### src/rtl/regfile_pkg.sv
// Shared constants, types and the write-port match helper for the multi-port register file.
package regfile_pkg;

  localparam int unsigned REG_ZERO = 0;
  localparam int unsigned NR_MAX   = 4;
  localparam int unsigned NWP      = 2;
  localparam int unsigned AW_MAX   = 16;

  typedef enum logic {
    WP_OLD   = 1'b0,
    WP_YOUNG = 1'b1
  } wport_e;

  // Per-write-port match against a read address; address 0 never matches.
  // Addresses are zero-extended to AW_MAX so one helper serves every depth.
  function automatic logic [NWP-1:0] wr_hit(
    input logic [AW_MAX-1:0]     addr,
    input logic [NWP-1:0]        we,
    input logic [NWP*AW_MAX-1:0] waddr
  );
    logic [NWP-1:0] hit;
    hit    = '0;
    hit[0] = we[0] && (waddr[AW_MAX-1:0] == addr) && (addr != AW_MAX'(REG_ZERO));
    hit[1] = we[1] && (waddr[2*AW_MAX-1:AW_MAX] == addr) && (addr != AW_MAX'(REG_ZERO));
    return hit;
  endfunction

endpackage

### src/rtl/regfile_scoreboard.sv
// Pending-write scoreboard: one bit per register, reservation beats release on the same edge.
module regfile_scoreboard
  import regfile_pkg::*;
#(
  parameter  int unsigned DEPTH = 32,
  localparam int unsigned AW    = $clog2(DEPTH)
) (
  input  logic                clk,
  input  logic                rst_n,
  input  logic [NWP-1:0]      we,
  input  logic [NWP*AW-1:0]   waddr,
  input  logic                rsv_en,
  input  logic [AW-1:0]       rsv_addr,
  output logic [DEPTH-1:0]    pend
);

  logic [DEPTH-1:0] pend_next;

  // Clears first, then the set, so a new producer supersedes a retiring one.
  always_comb begin
    pend_next = pend;
    if (we[0]) pend_next[waddr[AW-1:0]] = 1'b0;
    if (we[1]) pend_next[waddr[2*AW-1:AW]] = 1'b0;
    if (rsv_en) pend_next[rsv_addr] = 1'b1;
    pend_next[0] = 1'b0;
  end

  always_ff @(posedge clk or negedge rst_n) begin
    if (!rst_n) pend <= '0;
    else        pend <= pend_next;
  end

endmodule

### src/rtl/regfile_mp.sv
// Multi-port register file: two write ports, NR read ports, optional write bypass, pending scoreboard.
module regfile_mp
  import regfile_pkg::*;
#(
  parameter  int unsigned DW     = 32,
  parameter  int unsigned DEPTH  = 32,
  parameter  int unsigned NR     = 2,
  parameter  bit          BYPASS = 1'b1,
  localparam int unsigned AW     = $clog2(DEPTH)
) (
  input  logic               clk,
  input  logic               rst_n,
  input  logic [NWP-1:0]     we,
  input  logic [NWP*AW-1:0]  waddr,
  input  logic [NWP*DW-1:0]  wdata,
  input  logic [NR*AW-1:0]   raddr,
  output logic [NR*DW-1:0]   rdata,
  output logic [NR-1:0]      rbusy,
  input  logic               rsv_en,
  input  logic [AW-1:0]      rsv_addr,
  output logic [DEPTH-1:0]   pend
);

  logic [AW-1:0]           wa0, wa1;
  logic [DW-1:0]           wd0, wd1;
  logic [NWP*AW_MAX-1:0]   waddr_ext;
  logic [DW-1:0]           mem [DEPTH];

  assign wa0       = waddr[AW-1:0];
  assign wa1       = waddr[2*AW-1:AW];
  assign wd0       = wdata[DW-1:0];
  assign wd1       = wdata[2*DW-1:DW];
  assign waddr_ext = {AW_MAX'(wa1), AW_MAX'(wa0)};

  regfile_scoreboard #(
    .DEPTH (DEPTH)
  ) u_scoreboard (
    .clk      (clk),
    .rst_n    (rst_n),
    .we       (we),
    .waddr    (waddr),
    .rsv_en   (rsv_en),
    .rsv_addr (rsv_addr),
    .pend     (pend)
  );

  // Port 1 is written last so it wins a same-address collision.
  always_ff @(posedge clk or negedge rst_n) begin
    if (!rst_n) begin
      for (int unsigned i = 0; i < DEPTH; i++) mem[i] <= '0;
    end else begin
      if (we[0] && (wa0 != AW'(REG_ZERO))) mem[wa0] <= wd0;
      if (we[1] && (wa1 != AW'(REG_ZERO))) mem[wa1] <= wd1;
    end
  end

  for (genvar r = 0; r < NR; r++) begin : g_rd
    logic [AW-1:0]  ra;
    logic [NWP-1:0] hit;
    logic [DW-1:0]  rd;

    assign ra  = raddr[r*AW +: AW];
    assign hit = BYPASS ? wr_hit(AW_MAX'(ra), we, waddr_ext) : '0;

    always_comb begin
      rd = (ra == AW'(REG_ZERO)) ? '0 : mem[ra];
      if (hit[WP_YOUNG])    rd = wd1;
      else if (hit[WP_OLD]) rd = wd0;
      if (!rst_n)           rd = '0;
    end

    assign rdata[r*DW +: DW] = rd;
    assign rbusy[r]          = rst_n & pend[ra] & ~(|hit);
  end

endmodule

### config.mk
export PLATFORM = sky130hd
export DESIGN_NAME = regfile_mp
export DESIGN_NICKNAME = d
export VERILOG_FILES = /design/src/rtl/regfile_pkg.sv /design/src/rtl/regfile_scoreboard.sv /design/src/rtl/regfile_mp.sv
export SDC_FILE = /design/constraint.sdc
export NUM_CORES = 2
export LEC_CHECK = 0
export CORE_MARGIN = 5
export CORE_UTILIZATION = 41
export DETAILED_ROUTE_END_ITERATION = 7
export PLACE_DENSITY = 0.61
export SYNTH_ARGS = -nofsm -noshare
export SYNTH_HDL_FRONTEND = slang
export SYNTH_SLANG_ARGS = --single-unit
### constraint.sdc
create_clock -name clk -period 4.23 [get_ports clk]
set_input_delay 0.846 -clock clk [delete_from_list [all_inputs] [get_ports clk]]
set_output_delay 0.846 -clock clk [all_outputs]
set_load 0.005 [all_outputs]
# Word-level counts from Yosys, hierarchy flattened
# Cells that the tools add are included.
# Widths: inputs -> output; s select.
word_totals:
  ff_bits: 1055
  latchBits: 0
  ram_bits: 0
  romBits: 0
  output_inout_bits: 98
  n_memories: 0
classes:
  add_sub_neg: 0
  multipliers: 0
  div: 0
  order_cmp: 14
  n_eq_ne: 4
  shifts: 0
  n_mux: 35
  bitwise_logic: 15
  n_reduce_logical: 23
op_table:
  columns: ["cell", "count"]
  rows:
  - ["$bwmux 1024", 2]
  - ["$mux 1024", 2]
  - ["$mux 32", 17]
  - ["$bmux 32 s5", 2]
  - ["$demux 32 s5", 2]
  - ["$and 32x32->32", 2]
  - ["$not 32->32", 2]
  - ["$or 32x32->32", 1]
  - ["$lt 5x6->1 const B", 5]
  - ["$ge 6x6->1 const B", 4]
  - ["$not 5->6", 4]
  - ["$eq 5x5->1", 4]
  - ["$reduce_bool 5->1", 4]
  - ["$demux 1 s5", 3]
  - ["$ge 5x1->1 const B", 3]
  - ["$logic_and 1x1->1", 15]
  - ["$lt 6x1->1 const B", 2]
  - ["$bmux 1 s5", 2]
  - ["$logic_not 5->1", 2]
  - ["$mux 1", 5]
  - ["$and 1x1->1", 4]
  - ["$reduce_or 2->1", 2]
  - ["$not 1->1", 2]

# Depth between registers and ports, before layout
logic_depth:
  word_depth: 11
  mapped_depth: 9
  mapped_depth_nobuf: 5

# Hierarchy
# From an unflattened synthesis, not the netlist that was laid out.
hier_totals:
  cells_unflattened: 6147
  hier_area_um2: 66352.4
by_module_without_submodules:
  columns: ["module", "n_inst", "cells_per_inst", "area_each_um2", "seq_area_each_um2"]
  rows:
  - ["regfile_mp", 1, 5990, 64679.5, 25624.6]
  - ["regfile_scoreboard", 1, 157, 1672.9, 775.7]

# Least setup slack after synthesis
# No wires, ideal clock.
synth_path:
  path_kind: "input port to output port"
  from: "in raddr[5]"
  to: "out rbusy[1]"
  arrival_time_ps: 2656
  setup_slack_ps: 728
  path_stages: 7
  n_path_buf: 3
  cell_sequence: "buf_2 -> buf_6 -> buf_2 -> mux4_2 -> mux4_2 -> mux2i_1 -> nor3_1"
synth_between:
  elab_chain_cells: 6
synth_lines:
  columns: ["element", "line_no", "text"]
  rows:
  - ["start: declaration", "regfile_mp.sv:16", "input logic [NR*AW-1:0] raddr,"]
  - ["branches (longest 5 deep; another with $bmux 1 s5)", null, null]
  - ["$and 1x1->1 (*)", "regfile_mp.sv:73", "assign rbusy[r] = rst_n & pend[ra] & ~(|hit);"]
  - ["end: declaration", "regfile_mp.sv:18", "output logic [NR-1:0] rbusy,"]
# Mark *: on every way between the ends. The select of a mux whose other input is x is not followed.

# Worst setup path in the final report
layout_path:
  from: "in raddr[0]"
  to: "out rdata[4]"
layout_between:
  elab_chain_cells: 8
layout_lines:
  columns: ["element", "line_no", "text"]
  rows:
  - ["$not 5->6 (not written as such)", "regfile_mp.sv:66", "rd = (ra == AW'(REG_ZERO)) ? '0 : mem[ra];"]
  - ["$bmux 32 s5", "regfile_mp.sv:66", null]
  - ["$mux 32 (not written as such) (2 in series)", "regfile_mp.sv:66", null]
  - ["$mux 32", "regfile_mp.sv:66", null]
  - ["$mux 32", "regfile_mp.sv:68", "else if (hit[WP_OLD]) rd = wd0;"]
  - ["$mux 32 (*)", "regfile_mp.sv:67", "if (hit[WP_YOUNG]) rd = wd1;"]
  - ["$mux 32 (*)", "regfile_mp.sv:69", "if (!rst_n) rd = '0;"]
  - ["end: declaration", "regfile_mp.sv:17", "output logic [NR*DW-1:0] rdata,"]
# Every way passes the cells marked *; elsewhere a longest branch is shown, timed or not. The select of a mux whose other input is x is not followed.

==> qor.csv <==
metric;value;unit
Setup crit end kind;primary output;
CTS tree;done;
worst path cell trace;buf_16 > buf_16 > buf_4 > mux4_2 > a22oi_1 > nand2_1 > a221oi_1 > a21oi_1 > clkdlybuf4s50_1;
kind of critical path;primary input to primary output;
CTS Sinks;1055;
port bufs;190;
NetSw;0.0111;W
maximum vdd drop;389;uV
Post-Syn Nets;6256;
largest net degree at the start of global routing;131;
Fin. Hold Viols;0;
DIE AREA;168000;um^2
Die Span Y;410;um
setup violators final;1;
Netlist cell types;44;
average size of a mapped cell;10.6;um^2
Cell Area, Synth;65600;um^2
Reg area;26400;um^2
Slew HR;-0.107;
via count;58000;
Starting Density;0.413;
Rows;146;
Ys Warns;0;
sequential share of power;0.413;
fin. max-slew vios;5;
share of layout cells above drive strength 1;0.241;
Clock Latency Late Sink;0.76;ns
register bit total from synthesis;1055;
P_leak;36.2;nW
io pins;192;
RSZ-0062 raised after global routing;true;
failing checks;design-rule violations, max-capacitance violations, max-slew violations, negative setup slack;
worst hold-check path type;flip-flop to flip-flop;
H-tree lvl count;3;
Worst Skew;0;ns
vias in the first global route;56500;
PnR worst setup slack;-0.0180;ns
first-pass GRT wire length;420000;um
CP most frequent cell;buf_16;
startpoint class of the critical path;primary input;
switching share of total power;0.311;
Clk network pwr share;0.318;
area grow syn2layout;19.3;%
Crit Path Max Fanout;16;
Worst-Margin Slew;1.66;ns
WP data arrival;3.40;ns
Worst path max stage delay;0.47;ns
number of max-cap violations;1;
Core Util, Final;0.493;
fraction of the cycle the final worst path needs;1.00;
Post-synth EDFFs;0;
routability cong.;1.03;
WL/cell;35.3;um
most frequent cells in the layout;1055 x dfrtp_1, 703 x mux2i_1, 584 x mux4_2;
FMAX;0.235;GHz
initial antenna violation count;27;
area of the multi-input gates;36500;um^2
Cells after Synth;6162;
ys async rst share;1.00;
Detail Route Antenna Nets;0;
CP max-delay cell;mux4_2;
worst endpoint required time;3.38;ns
Power, Total;0.0357;W
Vias/cell;6.86;
routed wire length;298000;um
drt first pass iters;8;
commonest non-fill, non-tap cell in the layout;dfrtp_1;
Final min period;4.25;ns
drt first-iter violations;8343;
status;finished, violations left;
sequential share of the synthesized area;0.403;
Logic pwr share;0.268;
internal power;0.0246;W
DRC viols;2;
clk root buf;clkbuf_16;
Worst-path clk slew;0.06;ns
CTS buffer count;117;
Die X;410;um
fill cell count;14000;
pwr dens;457;nW/um^2
Bufs on Longest Clock Path;3;
DP Wirelength;195000;um
total grt overflow;0;
fin nets;6361;
Global Route Usage Sum;0.345;
core box area;159000;um^2
Top FF cell, synth;dfrtp_1;
routing by layer:
metal	global-route usage	vias up	routed length [um]
met1	0.445	29100	107000
met2	0.492	4664	124000
met3	0.142	1198	46200
met5	0.00747	-	103
met4	0.195	16	21100
li1	-	23000	-
synthesized netlist by cell type, types with 2 or more instances:
cell type	number	share of area
a221oi_2	9	0.0021
o21ai_0	540	0.041
nor2_2	6	0.00057
inv_1	32	0.0018
or4_1	3	0.00034
or3_1	3	0.00029
or3b_1	3	0.00040
or2_2	2	0.00019
clkbuf_1	576	0.033
a32o_1	31	0.0047
nand3b_1	4	0.00046
buf_6	19	0.0033
buf_4	20	0.0023
a21o_1	2	0.00023
nor4_1	3	0.00029
and3b_1	6	0.00080
a221oi_1	55	0.0073
nand2b_1	64	0.0061
and3_1	4	0.00038
o21ai_1	7	0.00053
a22oi_1	431	0.049
nand4_1	2	0.00019
and2_1	2	0.00019
buf_1	30	0.0017
mux2i_1	704	0.11
nor3b_1	5	0.00057
mux4_2	584	0.20
a21oi_1	576	0.044
nor2_1	578	0.033
nand3_1	2	0.00015
nor3_1	6	0.00046
nor2b_1	5	0.00048
or3b_2	3	0.00040
mux4_1	6	0.0024
clkbuf_2	2	0.00015
buf_2	141	0.011
xnor2_1	20	0.0027
nand2_1	610	0.035
dfrtp_1	1055	0.40
buf_12	3	0.00092
o21a_1	5	0.00057
worst paths after layout:
path / startpoint / slack, ns / cells after the start / to
max in group asynchronous: rst_n / 1.46 / 5 / mem[288]
hold reg to reg: mem[1002] / 0.40 / 0 / mem[1002]
setup / recovery: raddr[0] / -0.02 / 9 / rdata[4]
min in group asynchronous: rst_n / 0.58 / 2 / u_scoreboard.pend[6]
setup reg to reg: mem[989] / 3.28 / 3 / mem[989]
hold / removal: mem[1002] / 0.40 / 0 / mem[1002]
power groups by stage:
| stage | clock, W | combinational, W | sequential [W] |
|---|---|---|---|
| after detailed placement | 0 | 0.00932 | 0.0148 |
| after CTS | 0.0114 | 0.00936 | 0.0147 |
| final | 0.0114 | 0.00958 | 0.0148 |
| after global routing | 0.0118 | 0.0102 | 0.0150 |
| after global placement | 0 | 0.00907 | 0.0146 |
| after floorplan | 0 | 0.00652 | 0.0141 |
logic make-up (layout without fill, tap and decap cells):
logic type / count (synthesis) / count (layout) / synth area share
compound gates: 1657 / 1657 / 0.150
xor+xnor: 20 / 20 / 0.00267
buf+inv: 823 / 1029 / 0.0539
flops: 1055 / 1055 / 0.403
mux: 1295 / 1295 / 0.311
other cells: 1 / 12 / 0.0000572
simple gates: 1311 / 1311 / 0.0803
per-stage QoR:
step	instances	setup WS (ns)	setup TNS [ns]	hold WS, ns	instance area [um^2]
2_1_floorplan	6162	0.728	0	0.441	65600
3_3_place_gp	8168	-0.530	-12.58	0.376	73000
3_5_place_dp	8168	-0.531	-12.57	0.383	73000
4_1_cts	8404	0.000272	0	0.397	77500
5_1_grt	8440	-0.0307	-0.0714	0.408	78200
6_report	8451	-0.0180	-0.0180	0.395	78200
what timing repair did:
| action | 4_1_cts | 5_1_grt |
|---|---|---|
| endpoints found under the setup margin | 66 | 52 |
| hold endpoints to repair | 13 | 0 |
| pin swaps | 24 | 25 |
| buffers inserted | 16 | 33 |
| hold buffers | 1 | 0 |
| resized for setup | 53 | 94 |
| gates cloned | 0 | 3 |
registers in the layout, indices dropped and copies added, names as in the netlist:
name               count
mem                 1024
u_scoreboard.pend     31
area by class of cell:
type | instances | share of cell area
flip-flops and latches | 1055 | 0.337
diodes | 11 | 0.000352
multi-input cells | 4284 | 0.466
clock buffers | 169 | 0.0447
repair buffers | 777 | 0.107
well taps | 2072 | 0.0331
clock inverters | 51 | 0.00940
inverters | 32 | 0.00154
worst max-delay path: cells and delay by family:
family	cells	cell delay [ns]
multiplexers	1	0.47
buffers and inverters	4	1.02
AO/OA/AOI/OAI	3	0.80
AND/OR/NAND/NOR	1	0.21
No activity file was read; power rests on OpenSTA's default activity.
